===== config.mk =====
export PLATFORM = sky130hd
export DESIGN_NAME = gpu_fill_rect_stream
export DESIGN_NICKNAME = d
export VERILOG_FILES = /design/src/rtl/gpu_fill_rect_stream.sv
export SDC_FILE = /design/constraint.sdc
export NUM_CORES = 1
export LEC_CHECK = 0
export CAP_MARGIN = 15
export CORE_UTILIZATION = 55
export CTS_BUF_LIST = sky130_fd_sc_hd__clkbuf_8 sky130_fd_sc_hd__clkbuf_16
export DETAILED_ROUTE_END_ITERATION = 12
export GPL_ROUTABILITY_DRIVEN = 0
export PLACE_DENSITY = 0.78
export REMOVE_ABC_BUFFERS = 1
export SYNTH_ARGS = -nofsm -noshare
export SYNTH_HDL_FRONTEND = slang
export SYNTH_SLANG_ARGS = --single-unit
export TNS_END_PERCENT = 20

===== constraint.sdc =====
create_clock -name clk -period 6.3 [get_ports clk]
set_input_delay 0.945 -clock clk [delete_from_list [all_inputs] [get_ports clk]]
set_output_delay 0.945 -clock clk [all_outputs]
set_load 0.01 [all_outputs]

===== src/rtl/gpu_fill_rect_stream.sv =====
// Rectangle fill rasteriser: clips two corner points against a clip window and
// streams LANES-wide pixel beats with colour over a valid/ready handshake.
module gpu_fill_rect_stream #(
   parameter int unsigned WIDTH_BITS  = 10,
   parameter int unsigned HEIGHT_BITS = 9,
   parameter int unsigned COLOR_BITS  = 24,
   parameter int unsigned LANES       = 4
) (
   input  logic                   clk,
   input  logic                   n_rst,
   input  logic                   start_i,
   input  logic                   abort_i,
   input  logic [WIDTH_BITS-1:0]  x1_i,
   input  logic [HEIGHT_BITS-1:0] y1_i,
   input  logic [WIDTH_BITS-1:0]  x2_i,
   input  logic [HEIGHT_BITS-1:0] y2_i,
   input  logic [COLOR_BITS-1:0]  color_i,
   input  logic [WIDTH_BITS-1:0]  clip_x0_i,
   input  logic [WIDTH_BITS-1:0]  clip_x1_i,
   input  logic [HEIGHT_BITS-1:0] clip_y0_i,
   input  logic [HEIGHT_BITS-1:0] clip_y1_i,
   input  logic                   ready_i,
   output logic                   valid_o,
   output logic [WIDTH_BITS-1:0]  x_o,
   output logic [HEIGHT_BITS-1:0] y_o,
   output logic [LANES-1:0]       lane_mask_o,
   output logic [COLOR_BITS-1:0]  color_o,
   output logic                   last_o,
   output logic                   busy_o,
   output logic                   done_o
);

   // One spare bit on the column counter keeps x+LANES from wrapping at the edge.
   localparam int unsigned XW = WIDTH_BITS + 1;

   typedef enum logic [1:0] {S_IDLE, S_SETUP, S_RUN, S_DONE} state_t;
   state_t state_q, state_d;

   logic [WIDTH_BITS-1:0]  x1_q, x2_q, cx0_q, cx1_q;
   logic [HEIGHT_BITS-1:0] y1_q, y2_q, cy0_q, cy1_q;
   logic [COLOR_BITS-1:0]  color_q;
   logic [XW-1:0]          x_q, xlo_q, xhi_q;
   logic [HEIGHT_BITS-1:0] y_q, yhi_q;

   logic [WIDTH_BITS-1:0]  xmin_c, xmax_c, xlo_c, xhi_c;
   logic [HEIGHT_BITS-1:0] ymin_c, ymax_c, ylo_c, yhi_c;
   logic                   empty_c, row_end_c, last_c, xfer_c;

   // Corner ordering and clipping from the latched request
   always_comb begin
      xmin_c  = (x1_q < x2_q) ? x1_q : x2_q;
      xmax_c  = (x1_q < x2_q) ? x2_q : x1_q;
      ymin_c  = (y1_q < y2_q) ? y1_q : y2_q;
      ymax_c  = (y1_q < y2_q) ? y2_q : y1_q;
      xlo_c   = (xmin_c > cx0_q) ? xmin_c : cx0_q;
      xhi_c   = (xmax_c < cx1_q) ? xmax_c : cx1_q;
      ylo_c   = (ymin_c > cy0_q) ? ymin_c : cy0_q;
      yhi_c   = (ymax_c < cy1_q) ? ymax_c : cy1_q;
      empty_c = (xlo_c > xhi_c) || (ylo_c > yhi_c);
   end

   assign row_end_c = (x_q + XW'(LANES)) > xhi_q;
   assign last_c    = (y_q == yhi_q) && row_end_c;
   assign xfer_c    = (state_q == S_RUN) && ready_i;

   always_ff @(posedge clk) begin
      if (!n_rst) state_q <= S_IDLE;
      else        state_q <= state_d;
   end

   always_comb begin
      state_d = state_q;
      case (state_q)
         S_IDLE:  if (start_i) state_d = S_SETUP;
         S_SETUP: begin
            if (abort_i)      state_d = S_IDLE;
            else if (empty_c) state_d = S_DONE;
            else              state_d = S_RUN;
         end
         S_RUN: begin
            if (abort_i)              state_d = S_IDLE;
            else if (xfer_c && last_c) state_d = S_DONE;
         end
         S_DONE:  state_d = S_IDLE;
         default: state_d = S_IDLE;
      endcase
   end

   // Request capture and raster walk
   always_ff @(posedge clk) begin
      if (!n_rst) begin
         x1_q    <= '0;
         x2_q    <= '0;
         y1_q    <= '0;
         y2_q    <= '0;
         cx0_q   <= '0;
         cx1_q   <= '0;
         cy0_q   <= '0;
         cy1_q   <= '0;
         color_q <= '0;
         x_q     <= '0;
         xlo_q   <= '0;
         xhi_q   <= '0;
         y_q     <= '0;
         yhi_q   <= '0;
      end else begin
         if ((state_q == S_IDLE) && start_i) begin
            x1_q    <= x1_i;
            x2_q    <= x2_i;
            y1_q    <= y1_i;
            y2_q    <= y2_i;
            cx0_q   <= clip_x0_i;
            cx1_q   <= clip_x1_i;
            cy0_q   <= clip_y0_i;
            cy1_q   <= clip_y1_i;
            color_q <= color_i;
         end
         if (state_q == S_SETUP) begin
            x_q   <= XW'(xlo_c);
            xlo_q <= XW'(xlo_c);
            xhi_q <= XW'(xhi_c);
            y_q   <= ylo_c;
            yhi_q <= yhi_c;
         end else if (xfer_c) begin
            if (row_end_c) begin
               x_q <= xlo_q;
               y_q <= y_q + HEIGHT_BITS'(1);
            end else begin
               x_q <= x_q + XW'(LANES);
            end
         end
      end
   end

   always_comb begin
      valid_o     = 1'b0;
      busy_o      = 1'b0;
      done_o      = 1'b0;
      last_o      = 1'b0;
      lane_mask_o = '0;
      x_o         = x_q[WIDTH_BITS-1:0];
      y_o         = y_q;
      color_o     = color_q;
      case (state_q)
         S_SETUP: busy_o = 1'b1;
         S_RUN: begin
            valid_o = 1'b1;
            busy_o  = 1'b1;
            last_o  = last_c;
            for (int i = 0; i < int'(LANES); i++)
               lane_mask_o[i] = (x_q + XW'(i)) <= xhi_q;
         end
         S_DONE:  done_o = 1'b1;
         default: ;
      endcase
   end

endmodule


**After elaboration in Yosys (flattened, before gate mapping)**

Index checks and enable logic that the tools add are counted.

- Divide/modulo/power cells: 0
- Order comparisons: 13
- Multipliers: 0
- Muxes and demuxes: 25
- Equality and inequality tests: 6
- Bitwise operators: 1
- Reductions and logical operators: 12
- Shift operators: 0
- Add/subtract/negate cells: 5

Operators with widths:

| operator | count |
|---|---|
| $mux W9 | 7 |
| $mux W10 | 6 |
| $le A11 B10 Y1 | 4 |
| $add A11 B2 Y11 const B | 2 |
| $gt A10 B10 Y1 | 2 |
| $lt A10 B10 Y1 | 2 |
| $gt A9 B9 Y1 | 2 |
| $lt A9 B9 Y1 | 2 |
| $add A11 B1 Y11 const B | 1 |
| $add A11 B3 Y11 const B | 1 |
| $gt A11 B10 Y1 | 1 |
| $mux W11 | 1 |
| $add A9 B1 Y9 const B | 1 |
| $eq A9 B9 Y1 | 1 |
| $mux W2 | 4 |
| $pmux W2 S4 | 1 |
| $mux W1 | 5 |
| $eq A2 B2 Y1 const B | 2 |
| $logic_and A1 B1 Y1 | 4 |
| $mux W4 | 1 |
| $reduce_and A2 Y1 | 2 |
| $reduce_bool A2 Y1 | 2 |
| $reduce_or A2 Y1 | 2 |
| $ne A3 B2 Y1 const B | 1 |
| other kinds (5) | 5 |

- Bits in writable memories: 0
- Input port bits: 105
- Latch bits: 0
- Register bits: 151
- Output and inout port bits: 51
- Word-level logic and storage cells: 78
- ROM bits: 0
- Memories: 0

**Depth between registers and ports, before layout**

- Depth after elaboration: 9
- Gate-level depth with buffers: 27
- Gate-level depth less buffers: 24

**Least setup slack after synthesis**

OpenSTA, ideal clock, no wires.

- Path kind: register to register
- From: register y2_q[6]
- To: register state_q[0]
- Library setup time: 0.070 ns
- Stages on the path, launching flop included: 27
- Buffers on the path: 4
- Period minus slack after synthesis: 4.874 ns
- Slack: 1.426 ns
- Arrival: 4.804 ns
- Required time: 6.230 ns
- Cells stage by stage: dfxtp_1 > inv_1 > ha_1 > nand2_1 > o21ai_0 > a21oi_1 > o21ai_1 > buf_4 > buf_2 > mux2_2 > ha_1 > a21oi_1 > o21ai_0 > a221o_1 > nor2_1 > or2_1 > buf_2 > buf_2 > a21oi_1 > ha_1 > nor2b_1 > o21a_1 > o21ai_0 > a211oi_1 > o21ai_0 > a211o_1 > a21oi_1

- Cells in the longest elaborated chain, start to end: 9
- Elaborated cells between the ends (all ways): 12
- Those cells by class: order compare (4); mux (7); reduce/logical (1)

RTL lines:

| item | line | RTL |
|---|---|---|
| from (decl) | 40 | `logic [HEIGHT_BITS-1:0] y1_q, y2_q, cy0_q, cy1_q;` |
| from (signal assigned) | 111 | `y2_q <= y2_i;` |
| $lt A9 B9 Y1 | 53, 54 |  |
| $mux W9 (on tied branches) | 53, 54 |  |
| $gt A9 B9 Y1 / $lt A9 B9 Y1 (equally long branches) | 57, 58 |  |
| $mux W9 (on tied branches) | 57, 58 |  |
| $gt A9 B9 Y1 (*) | 59 | `empty_c = (xlo_c > xhi_c) \|\| (ylo_c > yhi_c);` |
| $logic_or A1 B1 Y1 (*) | 59 |  |
| $mux W1 (*) | 77 | `else if (empty_c) state_d = S_DONE;` |
| $mux W2 (*) | 76 | `if (abort_i) state_d = S_IDLE;` |
| $pmux W2 S4 (*) | 73 | `case (state_q)` |
| to (signal assigned) | 68 | `else state_q <= state_d;` |
| to (decl) | 37 | `state_t state_q, state_d;` |

Mark *: on every way between the ends. The rest lies on a longest branch, timed or not.
A chain may end at the register's enable or synchronous reset.

**Final worst setup path**

- From: register y2_q[2]
- To: register state_q[0]

- Cells in the longest elaborated chain, start to end: 9
- Elaborated cells between the ends (all ways): 12
- Those cells by class: order compare (4); mux (7); reduce/logical (1)

RTL lines:

| item | line | RTL |
|---|---|---|
| $lt A9 B9 Y1 | 54 | `ymax_c = (y1_q < y2_q) ? y2_q : y1_q;` |
| $mux W9 (*) | 54 |  |
| $lt A9 B9 Y1 | 58 | `yhi_c = (ymax_c < cy1_q) ? ymax_c : cy1_q;` |
| $mux W9 (*) | 58 |  |
| via yhi_c[0] | 46 | `logic [HEIGHT_BITS-1:0] ymin_c, ymax_c, ylo_c, yhi_c;` |
| $gt A9 B9 Y1 (*) | 59 |  |
| $logic_or A1 B1 Y1 (*) | 59 |  |
| $mux W1 (*) | 77 |  |
| $mux W2 (*) | 76 |  |
| $pmux W2 S4 (*) | 73 |  |

The timed path passes the listed nets; every way through them passes the cells marked *.

==> flow_metrics.py <==
metrics = {
    "synth": {
        "seq_area_frac_synth": 0.2890,
        "avgSynthCellArea_sq_um": 7.721,
        "async_flop_share": 0,
        "syn-cell-area_sq_um": 10460,
        "synthCells": 1355,
        "synth_edf_count": 0,
        "synth_cell_types": 61,
        "ys_ff_latch": 151,
        "synth-main-ff-cell": "dfxtp_1",
        "yosysWarnings": 0,
    },
    "sta": {
        "grt_setup_unrepaired": "no",
        "relSlewSlack": 0.3845,
        "clock.fmax_mhz": 180.0,
        "fin_tns_setup_ns": 0,
        "min_period_ns": 5.555,
        "skew_ns": 0.007853,
        "drv_slew": 0,
        "hold_viol": 0,
        "max_slew.worst_pin.slew_ns": 0.9233,
        "setup_viol": 0,
        "fin_crit_sh": 0.8817,
    },
    "layout": {
        "drive_gt1_frac": 0.06590,
        "syn2layout_area_growth_pct": 21.03,
        "antenna_cells": 0,
        "layout_common_cells": "268 x nand2_1, 177 x a21oi_1, 155 x clkdlybuf4s50_1",
        "nNetsFinal": 1693,
        "final_common_cell": "nand2_1",
    },
    "clocking": {
        "insertion_delay_ns": 0.43,
        "path_clk_slew_ns": 0.06,
        "cts_hold_buffers": 0,
        "cts-resized-gates": 0,
        "cts_sinks": 151,
        "numCtsBuffers": 17,
        "cts_setup_buffers": 0,
        "clockBufferDepth": 2,
        "cts_max_level": 4,
        "tritoncts": "done",
        "cts-root-buf": "clkbuf_16",
    },
    "power": {
        "ir_drop_v": 0.0003991,
        "p_leak_nw": 5.269,
        "combinationalPowerShare": 0.630,
        "swShare": 0.4595,
        "seq_power_share": 0.210,
        "powerDensity_nw_per_um2": 532.5,
        "power_frac_clock": 0.159,
        "switchingPower_mw": 3.098,
        "finalPower_mw": 6.742,
        "p_int_mw": 3.644,
    },
    "floorplanning": {
        "rows": 50,
        "ios": 156,
        "fp.dieH_microns": 139.9,
        "initial_core_util": 0.5611,
        "die_area_sq_um": 19580,
        "core_area_sq_um": 18640,
        "die_w_microns": 139.9,
    },
    "place": {
        "io_buffer_count": 155,
        "place_hpwl_mm": 20.82,
    },
    "worst_setup_path": {
        "cp_data_arrival_time_ns": 5.92,
        "max_stage_delay_ns": 0.53,
        "cp-start-kind": "flop",
        "cp_max_fo": 18,
        "path_class": "reg2reg",
        "worstPathCellList": "inv_1 -> ha_1 -> nand2_1 -> o21ai_0 -> a21oi_1 -> o21ai_1 -> buf_4 -> mux2_2 -> ha_1 -> a21oi_1 -> o21ai_0 -> a221o_1 -> nor3b_1 -> mux2_4 -> or2_1 -> mux2_2 -> ha_1 -> nor2b_1 -> o21a_1 -> o21ai_0 -> a211oi_1 -> o21ai_0 -> a211o_1 -> a21oi_1",
        "path_common_cell": "o21ai_0",
        "required_ns": 6.66,
        "endpoint_kind": "flop",
        "cp_slowest_cell": "or2_1",
    },
    "grt": {
        "grt_pass1_wl_mm": 45.48,
        "grt_max_degree": 90,
        "grt_antenna_before_repair": 0,
        "grt_usage": 0.2888,
        "grt_pass1_vias": 9311,
        "grt.overflow.total": 0,
    },
    "drt": {
        "vias": 9808,
        "via_per_inst": 5.749,
        "remaining_drc_errors": 0,
        "drt_iter0_markers": 599,
        "ant_nets": 0,
        "wl_mm": 27.74,
        "wl_per_cell_microns": 16.26,
        "first_pass_iters": 5,
    },
    "job": {
        "drv_cap": 0,
    },
    "run_status": {
        "status": "finished, final reports clean",
    },
    "min_path": {
        "hold_path_class": "reg2reg",
    },
}
-- cells by family (layout without fill, tap and decap cells) --
kind of cell | Yosys count | after routing | share of synthesized area
AO/OA/AOI/OAI | 348 | 348 | 0.2037
buffers and inverters | 182 | 299 | 0.07188
adder cells (fa/ha/maj) | 129 | 129 | 0.1543
flip-flops | 151 | 151 | 0.2890
AND/OR/NAND/NOR | 449 | 449 | 0.1898
XOR/XNOR | 42 | 42 | 0.03516
multiplexers | 54 | 54 | 0.05621
-- worst paths after layout --
| kind | start | to | slack, ns | cells after the start |
|---|---|---|---|---|
| max | y2_q[2] | state_q[0] | 0.75 | 24 |
| max reg2reg | y2_q[2] | state_q[0] | 0.75 | 24 |
| min reg2reg | color_o[11] | color_o[11] | 0.45 | 2 |
| min | color_o[11] | color_o[11] | 0.45 | 2 |
-- metrics by stage --
stage / hold WS (ns) / instances / cell area, sq um / util / worst slack (ns)
CTS: 0.4540 / 1706 / 12660 / 0.6791 / 0.8137
global route: 0.4652 / 1706 / 12660 / 0.6791 / 0.4300
floorplan: 0.4251 / 1271 / 10080 / - / 0.4136
detailed placement: 0.4457 / 1674 / 12040 / 0.6457 / 0.8467
finish: 0.4511 / 1706 / 12660 / 0.6791 / 0.7454
global placement: 0.4383 / 1674 / 12040 / 0.6457 / 1.045
-- metal layers --
layer / global-route usage / up-vias / part of all wire
met4: 0.1278 / 0 / 0.034
met3: 0.05983 / 66 / 0.062
met2: 0.4663 / 305 / 0.45
met5: 0 / - / 0
met1: 0.3717 / 4523 / 0.45
li1: - / 4914 / -
-- synth_stat cells (19+ instances only) --
cell type / count / area (sq um)
a21oi_1: 177 / 885.9
clkbuf_1: 57 / 214.0
dfxtp_1: 151 / 3023
ha_1: 129 / 1614
inv_1: 96 / 360.4
mux2_2: 34 / 382.9
mux2i_1: 19 / 190.2
nand2_1: 269 / 1010
nand3_1: 20 / 100.1
nand4_1: 23 / 143.9
nor2_1: 49 / 183.9
nor3_1: 32 / 160.2
o211ai_1: 24 / 180.2
o21ai_0: 38 / 190.2
xnor2_1: 21 / 183.9
xor2_1: 21 / 183.9
-- registers in the layout, summed over array words and instances, names as in the netlist --
| signal | count |
|---|---|
| color_o | 24 |
| x_q | 11 |
| cx0_q | 10 |
| cx1_q | 10 |
| x1_q | 10 |
| x2_q | 10 |
| xhi_q | 10 |
| xlo_q | 10 |
| cy0_q | 9 |
| cy1_q | 9 |
| y1_q | 9 |
| y2_q | 9 |
| y_o | 9 |
| yhi_q | 9 |
| state_q | 2 |
-- worst max-delay path: cells and delay by family (launching register included) --
kind | cells | cell delay (ns)
flops | 1 | 0.37
compound gates | 12 | 2.11
buf+inv | 2 | 0.26
mux | 3 | 1.08
simple gates | 4 | 0.90
fa+ha+maj | 3 | 0.77
-- power by group through the flow --
stage          sequential (mW)  clock (mW)  combinational, mW
2_1_floorplan             1.37           0               3.00
3_3_place_gp              1.42           0               4.06
3_5_place_dp              1.43           0               4.15
4_1_cts                   1.41        1.09               4.20
5_1_grt                   1.44        1.12               4.73
6_report                  1.42        1.07               4.25
-- area by class of cell --
class                   count  area (sq um)
inverters                  98         369.1
multi-input cells        1022          6696
flip-flops and latches    151          3023
well taps                 234         292.8
clock inverters            14         183.9
fillers                  1609          5982
repair buffers            169          1657
clock buffers              18         439.2
Note: power is estimated with default switching activity, not from simulation.
